--- config.mk ---
export PLATFORM = sky130hd
export DESIGN_NAME = async_fifo_wr_frame_ctrl
export DESIGN_NICKNAME = d
export VERILOG_FILES = /design/src/rtl/async_fifo_pkg.sv /design/src/rtl/gray_ptr_sync.sv /design/src/rtl/async_fifo_wr_frame_ctrl.sv
export SDC_FILE = /design/constraint.sdc
export NUM_CORES = 1
export LEC_CHECK = 0
export CORE_MARGIN = 2
export CORE_UTILIZATION = 55
export CTS_CLUSTER_DIAMETER = 40
export DETAILED_ROUTE_END_ITERATION = 10
export PLACE_DENSITY_LB_ADDON = 0.1
export SLEW_MARGIN = 20
export SYNTH_ARGS = -nofsm -noshare
export SYNTH_HDL_FRONTEND = slang
export SYNTH_SLANG_ARGS = --single-unit
--- constraint.sdc ---
create_clock -name wr_clk -period 17 [get_ports wr_clk]
set_input_delay 3.4 -clock wr_clk [delete_from_list [all_inputs] [get_ports wr_clk]]
set_output_delay 3.4 -clock wr_clk [all_outputs]
set_load 0.005 [all_outputs]
--- src/rtl/async_fifo_pkg.sv ---
// Shared types and pointer-encoding helpers for the Ethernet RX async FIFO.
// Helpers work on 32-bit vectors; callers zero-extend and truncate to their pointer width.
package async_fifo_pkg;

   typedef enum logic [1:0] {
      IDLE  = 2'd0,
      FRAME = 2'd1,
      DROP  = 2'd2
   } wr_state_t;

   function automatic logic [31:0] bin2gray(input logic [31:0] bin);
      return bin ^ (bin >> 1);
   endfunction

   function automatic logic [31:0] gray2bin(input logic [31:0] gray);
      logic [31:0] bin;
      bin[31] = gray[31];
      for (int i = 30; i >= 0; i--) begin
         bin[i] = bin[i+1] ^ gray[i];
      end
      return bin;
   endfunction

endpackage

--- src/rtl/gray_ptr_sync.sv ---
// Synchroniser for a Gray-coded pointer from a foreign clock domain.
// The binary conversion is taken only from the last stage.
module gray_ptr_sync
   import async_fifo_pkg::*;
#(
   parameter int unsigned W      = 5,
   parameter int unsigned STAGES = 2
) (
   input  logic         clk,
   input  logic         rst_n,
   input  logic [W-1:0] gray_in,
   output logic [W-1:0] bin_c
);

   logic [W-1:0] sync_q [STAGES];

   always_ff @(posedge clk or negedge rst_n) begin
      if (!rst_n) begin
         for (int i = 0; i < int'(STAGES); i++) begin
            sync_q[i] <= '0;
         end
      end else begin
         sync_q[0] <= gray_in;
         for (int i = 1; i < int'(STAGES); i++) begin
            sync_q[i] <= sync_q[i-1];
         end
      end
   end

   assign bin_c = W'(gray2bin(32'(sync_q[STAGES-1])));

endmodule

--- src/rtl/async_fifo_wr_frame_ctrl.sv ---
// Write-side frame controller for the RX async FIFO: writes beats, commits good frames,
// rewinds errored or overflowing frames so the read side only ever sees whole good frames.
module async_fifo_wr_frame_ctrl
   import async_fifo_pkg::*;
#(
   parameter int unsigned WIDTH        = 8,
   parameter int unsigned SIZE         = 8,
   parameter int unsigned SYNC_STAGES  = 2,
   parameter int unsigned AFULL_MARGIN = 16
) (
   input  logic              wr_clk,
   input  logic              rst_n,
   input  logic [WIDTH-1:0]  s_data,
   input  logic              s_valid,
   input  logic              s_last,
   input  logic              s_error,
   output logic [WIDTH-1:0]  mem_data_in,
   output logic              mem_wr_en,
   output logic [SIZE:0]     mem_wrt_ptr,
   input  logic [SIZE:0]     rd_ptr_gray,
   output logic [SIZE:0]     wr_ptr_gray,
   output logic              full,
   output logic              almost_full,
   output logic [SIZE:0]     level,
   output logic              frame_drop,
   output logic [15:0]       drop_count
);

   localparam int unsigned PTR_W = SIZE + 1;
   localparam logic [PTR_W-1:0] DEPTH = {1'b1, {SIZE{1'b0}}};

   wr_state_t        state_q, state_d;
   logic [PTR_W-1:0] wp_q, wp_d;
   logic [PTR_W-1:0] cp_q, cp_d;
   logic [PTR_W-1:0] rp;
   logic [PTR_W-1:0] used;
   logic [PTR_W-1:0] free;
   logic             drop_pulse;

   gray_ptr_sync #(
      .W      (PTR_W),
      .STAGES (SYNC_STAGES)
   ) u_rd_sync (
      .clk     (wr_clk),
      .rst_n   (rst_n),
      .gray_in (rd_ptr_gray),
      .bin_c   (rp)
   );

   // Flags follow the working pointer for full, the committed pointer for level.
   assign used        = wp_q - rp;
   assign free        = DEPTH - used;
   assign full        = (used == DEPTH);
   assign almost_full = (32'(free) <= 32'(AFULL_MARGIN));
   assign level       = cp_q - rp;
   assign mem_data_in = s_data;
   assign mem_wrt_ptr = wp_q;

   // Next-state, pointer update and write strobe.
   always_comb begin
      state_d    = state_q;
      wp_d       = wp_q;
      cp_d       = cp_q;
      mem_wr_en  = 1'b0;
      drop_pulse = 1'b0;
      if (s_valid) begin
         case (state_q)
            IDLE, FRAME: begin
               if (full) begin
                  wp_d       = cp_q;
                  drop_pulse = 1'b1;
                  state_d    = s_last ? IDLE : DROP;
               end else begin
                  mem_wr_en = 1'b1;
                  wp_d      = wp_q + PTR_W'(1);
                  if (!s_last) begin
                     state_d = FRAME;
                  end else if (s_error) begin
                     wp_d       = cp_q;
                     drop_pulse = 1'b1;
                     state_d    = IDLE;
                  end else begin
                     cp_d    = wp_q + PTR_W'(1);
                     state_d = IDLE;
                  end
               end
            end
            DROP: begin
               if (s_last) begin
                  state_d = IDLE;
               end
            end
            default: state_d = IDLE;
         endcase
      end
   end

   // Published Gray pointer trails cp by one register so it only moves in whole frames.
   always_ff @(posedge wr_clk or negedge rst_n) begin
      if (!rst_n) begin
         state_q     <= IDLE;
         wp_q        <= '0;
         cp_q        <= '0;
         wr_ptr_gray <= '0;
         frame_drop  <= 1'b0;
         drop_count  <= '0;
      end else begin
         state_q     <= state_d;
         wp_q        <= wp_d;
         cp_q        <= cp_d;
         wr_ptr_gray <= PTR_W'(bin2gray(32'(cp_q)));
         frame_drop  <= drop_pulse;
         if (drop_pulse && (drop_count != 16'hFFFF)) begin
            drop_count <= drop_count + 16'd1;
         end
      end
   end

endmodule

==> summary.md <==
| Metric | Value |
|---|---|
| Tcrit/Tclk final | `0.522` |
| Effective utilization at floorplan | `0.574` |
| Endpoints failing hold | `0` |
| Sequential share of the synthesized area | `0.437` |
| Total Die Area | `7330 sq um` |
| Drt first-iter violations | `179` |
| GP Congestion | `0.875` |
| Most frequent cells after synthesis | `dfrtp_1 (64), xnor2_1 (36), a21oi_1 (31), nor2_1 (31), nand2_1 (24)` |
| Setup violations, final | `0` |
| Clk pwr share | `0.172` |
| H-tree depth | `3` |
| FFs w/ async S/R, synth | `1.00` |
| Leakage | `0.00188 uW` |
| Pwr/cell area | `178 nW/um^2` |
| Worst-Margin Slew | `1030 ps` |
| Max clock buf depth | `2` |
| Global-route wire length before repair | `12,100 um` |
| Initial antenna violation count | `0` |
| Final slew viol count | `0` |
| Worst VDD drop | `0.000131 V` |
| Status | `completed` |
| Ys flop type | `dfrtp_1` |
| Crit Path Class | `reg2out` |
| Final Instance Count excl. Fillers | `504` |
| Gate power share | `0.511` |
| Switching Share | `0.382` |
| Detailed placement HPWL | `5520 um` |
| Synth warn | `0` |
| Total clock buffers created by CTS | `9` |
| PortBufs | `60` |
| WL/cell | `14.9 um` |
| Syn nets | `409` |
| CTS tree | `built` |
| # diodes | `0` |
| Fillers | `493` |
| Sum of buffers and inverters on the critical path | `4` |
| Dominant cell by count in the synthesized netlist | `dfrtp_1` |
| Multi-input gate area | `1860 sq um` |
| GR Overflow Total | `0` |
| # hold bufs at CTS | `0` |
| Top Family by Delay on Critical Path | `XOR/XNOR gates` |
| Syn Area/Cell | `9.80 sq um` |
| Largest cells by area after synthesis | `dfrtp_1 (44%), xnor2_1 (8.6%), ha_1 (4.4%)` |
| Int Pwr | `489 uW` |
| Clock Latency Late Sink | `340 ps` |
| FP Rows | `29` |
| Crit path DAT | `5470 ps` |
| Relative slew slack | `0.312` |
| Slowest cell on the critical path | `or4_1` |
| Yosys reg bits | `64` |
| Root Driver | `clkbuf_8` |
| Drt first pass iters | `4` |
| Die Span Y | `85.6 um` |
| Fmax | `113 MHz` |
| Yosys top cell by area | `dfrtp_1` |
| I/O pin count | `77` |
| Number of global-route vias before repair | `2,529` |
| P_sw | `303 uW` |
| Hold Crit Class | `reg2reg` |
| Tmin final | `8870 ps` |
| Sequential power share | `0.317` |
| Total Wirelength | `7500 um` |
| Gate Count Post-Synth | `374` |
| Die width | `85.6 um` |
| Count of different cell masters after synthesis | `55` |
| Gr usage total | `0.212` |
| RSZ-0062 raised after global routing | `false` |
| Worst Path Required | `13,600 ps` |
| Post-route ant nets | `0` |
| Post-route DRC | `0` |
| Clk_skew | `13.2 ps` |
| FF+latch area | `1600 sq um` |
| # placed instances | `488` |
| # Post-CTS Setup Buffers | `0` |
| Maxcap violations | `0` |
| Post-Syn Area | `3660 sq um` |
| Max FO, Critical Path | `7` |
| Area grow syn2layout | `21.6%` |
| Clk slew on worst S/H paths | `70 ps` |
| Critical path endpoint category | `primary output` |
| Layout cells sized above 1 | `0.0773` |
| Aggregate negative setup slack | `0 ps` |
| Via count | `2,810` |
| Share of the synthesized area in the top cell type | `0.437` |
| Area of the core | `6390 sq um` |
| Post-synth EDFFs | `0` |
| Post-CTS Resized | `0` |
| Largest net degree at the start of global routing | `65` |
| Crit-path cells | `xor3_2, inv_1, xnor3_1, xnor2_1, xnor2_1, ha_1, inv_1, ha_1, or3_1, o311ai_2, xnor2_1, or4_1, or4_4, inv_1, ha_1, nor2_1, clkdlybuf4s50_1` |
| Largest stage delay, worst path | `530 ps` |
| Startpoint Class | `register` |
| Via density | `5.58` |
| Clock sink count | `64` |
| Nets@finish | `457` |
-- registers in the layout, indices dropped and copies added, names as in the netlist --
register          cells
wr_ptr_gray           9
state_q               2
drop_count           16
cp_q                  9
u_rd_sync.sync_q     17
frame_drop            1
mem_wrt_ptr           9
u_rd_sync.bin_c       1
-- stage by stage --
step                hold WS [ps]  total power [uW]  utilization  setup WS (ps)  area, sq um
finish                       351               792        0.697           8130         4450
global route                 355               853        0.697           7820         4450
CTS                          352               795        0.697           8100         4450
detailed placement           336               656        0.664           8490         4240
global placement             333               646        0.664           8650         4240
floorplan                    331               494            -           9280         3660
-- final timing paths --
check	start	to	cells after the start	slack, ps
max	u_rd_sync.bin_c[8]	mem_wr_en	17	8130
min	u_rd_sync.sync_q[16]	u_rd_sync.sync_q[7]	0	350
max reg2reg	u_rd_sync.bin_c[8]	drop_count[9]	22	10850
min reg2reg	u_rd_sync.sync_q[16]	u_rd_sync.sync_q[7]	0	350
max in group asynchronous	rst_n	wr_ptr_gray[4]	2	13270
min in group asynchronous	rst_n	mem_wrt_ptr[1]	2	3220
-- power by group through the flow --
stage / Sequential, uW / Combinational, uW / Clock [uW]
after floorplan: 224 / 271 / 0
after CTS: 250 / 405 / 140
final: 251 / 404 / 136
after global routing: 258 / 447 / 148
after detailed placement: 253 / 403 / 0
after global placement: 252 / 394 / 0
-- kinds of logic after synthesis --
family | after synthesis | share of synthesized area
xor+xnor | 57 | 0.154
simple gates | 110 | 0.146
compound gates | 76 | 0.131
flops | 64 | 0.437
mux | 7 | 0.0205
buf+inv | 43 | 0.0546
fa+ha+maj | 17 | 0.0557
-- per-layer routing --
metal | vias to the layer above | part of all wire | GRT usage
met1 | 1337 | 0.47 | 0.297
met5 | - | 0 | 0
met3 | 9 | 0.044 | 0.0529
met4 | 0 | 0.014 | 0.0779
met2 | 61 | 0.47 | 0.322
li1 | 1403 | - | -
-- placed cells by master (no fill, tap or decap), drive strengths merged, types with 2 or more instances in the layout --
cell,count
and3,5
mux2i,3
o21a,2
clkinvlp,2
o22ai,4
a31oi,2
buf,3
nor2,31
and2,3
or3,3
ha,13
xnor3,3
o211ai,2
nand3,15
o21ai,13
nor3,9
mux2,4
o311ai,3
a21oi,32
nand4,5
dfrtp,64
maj3,4
a221oi,2
nor2b,4
or4,3
inv,19
nand2b,4
clkdlybuf4s50,59
xnor2,37
o32ai,2
nor4,3
clkbuf,11
nand2,24
o31ai,4
xor2,16
-- layout make-up --
cell class / count / area share
repair buffers: 62 / 0.137
multi-input cells: 267 / 0.419
inverters: 18 / 0.0152
clock inverters: 5 / 0.0140
flip-flops and latches: 64 / 0.360
clock buffers: 11 / 0.0340
well taps: 77 / 0.0216
No activity file was read; power rests on OpenSTA's default activity.
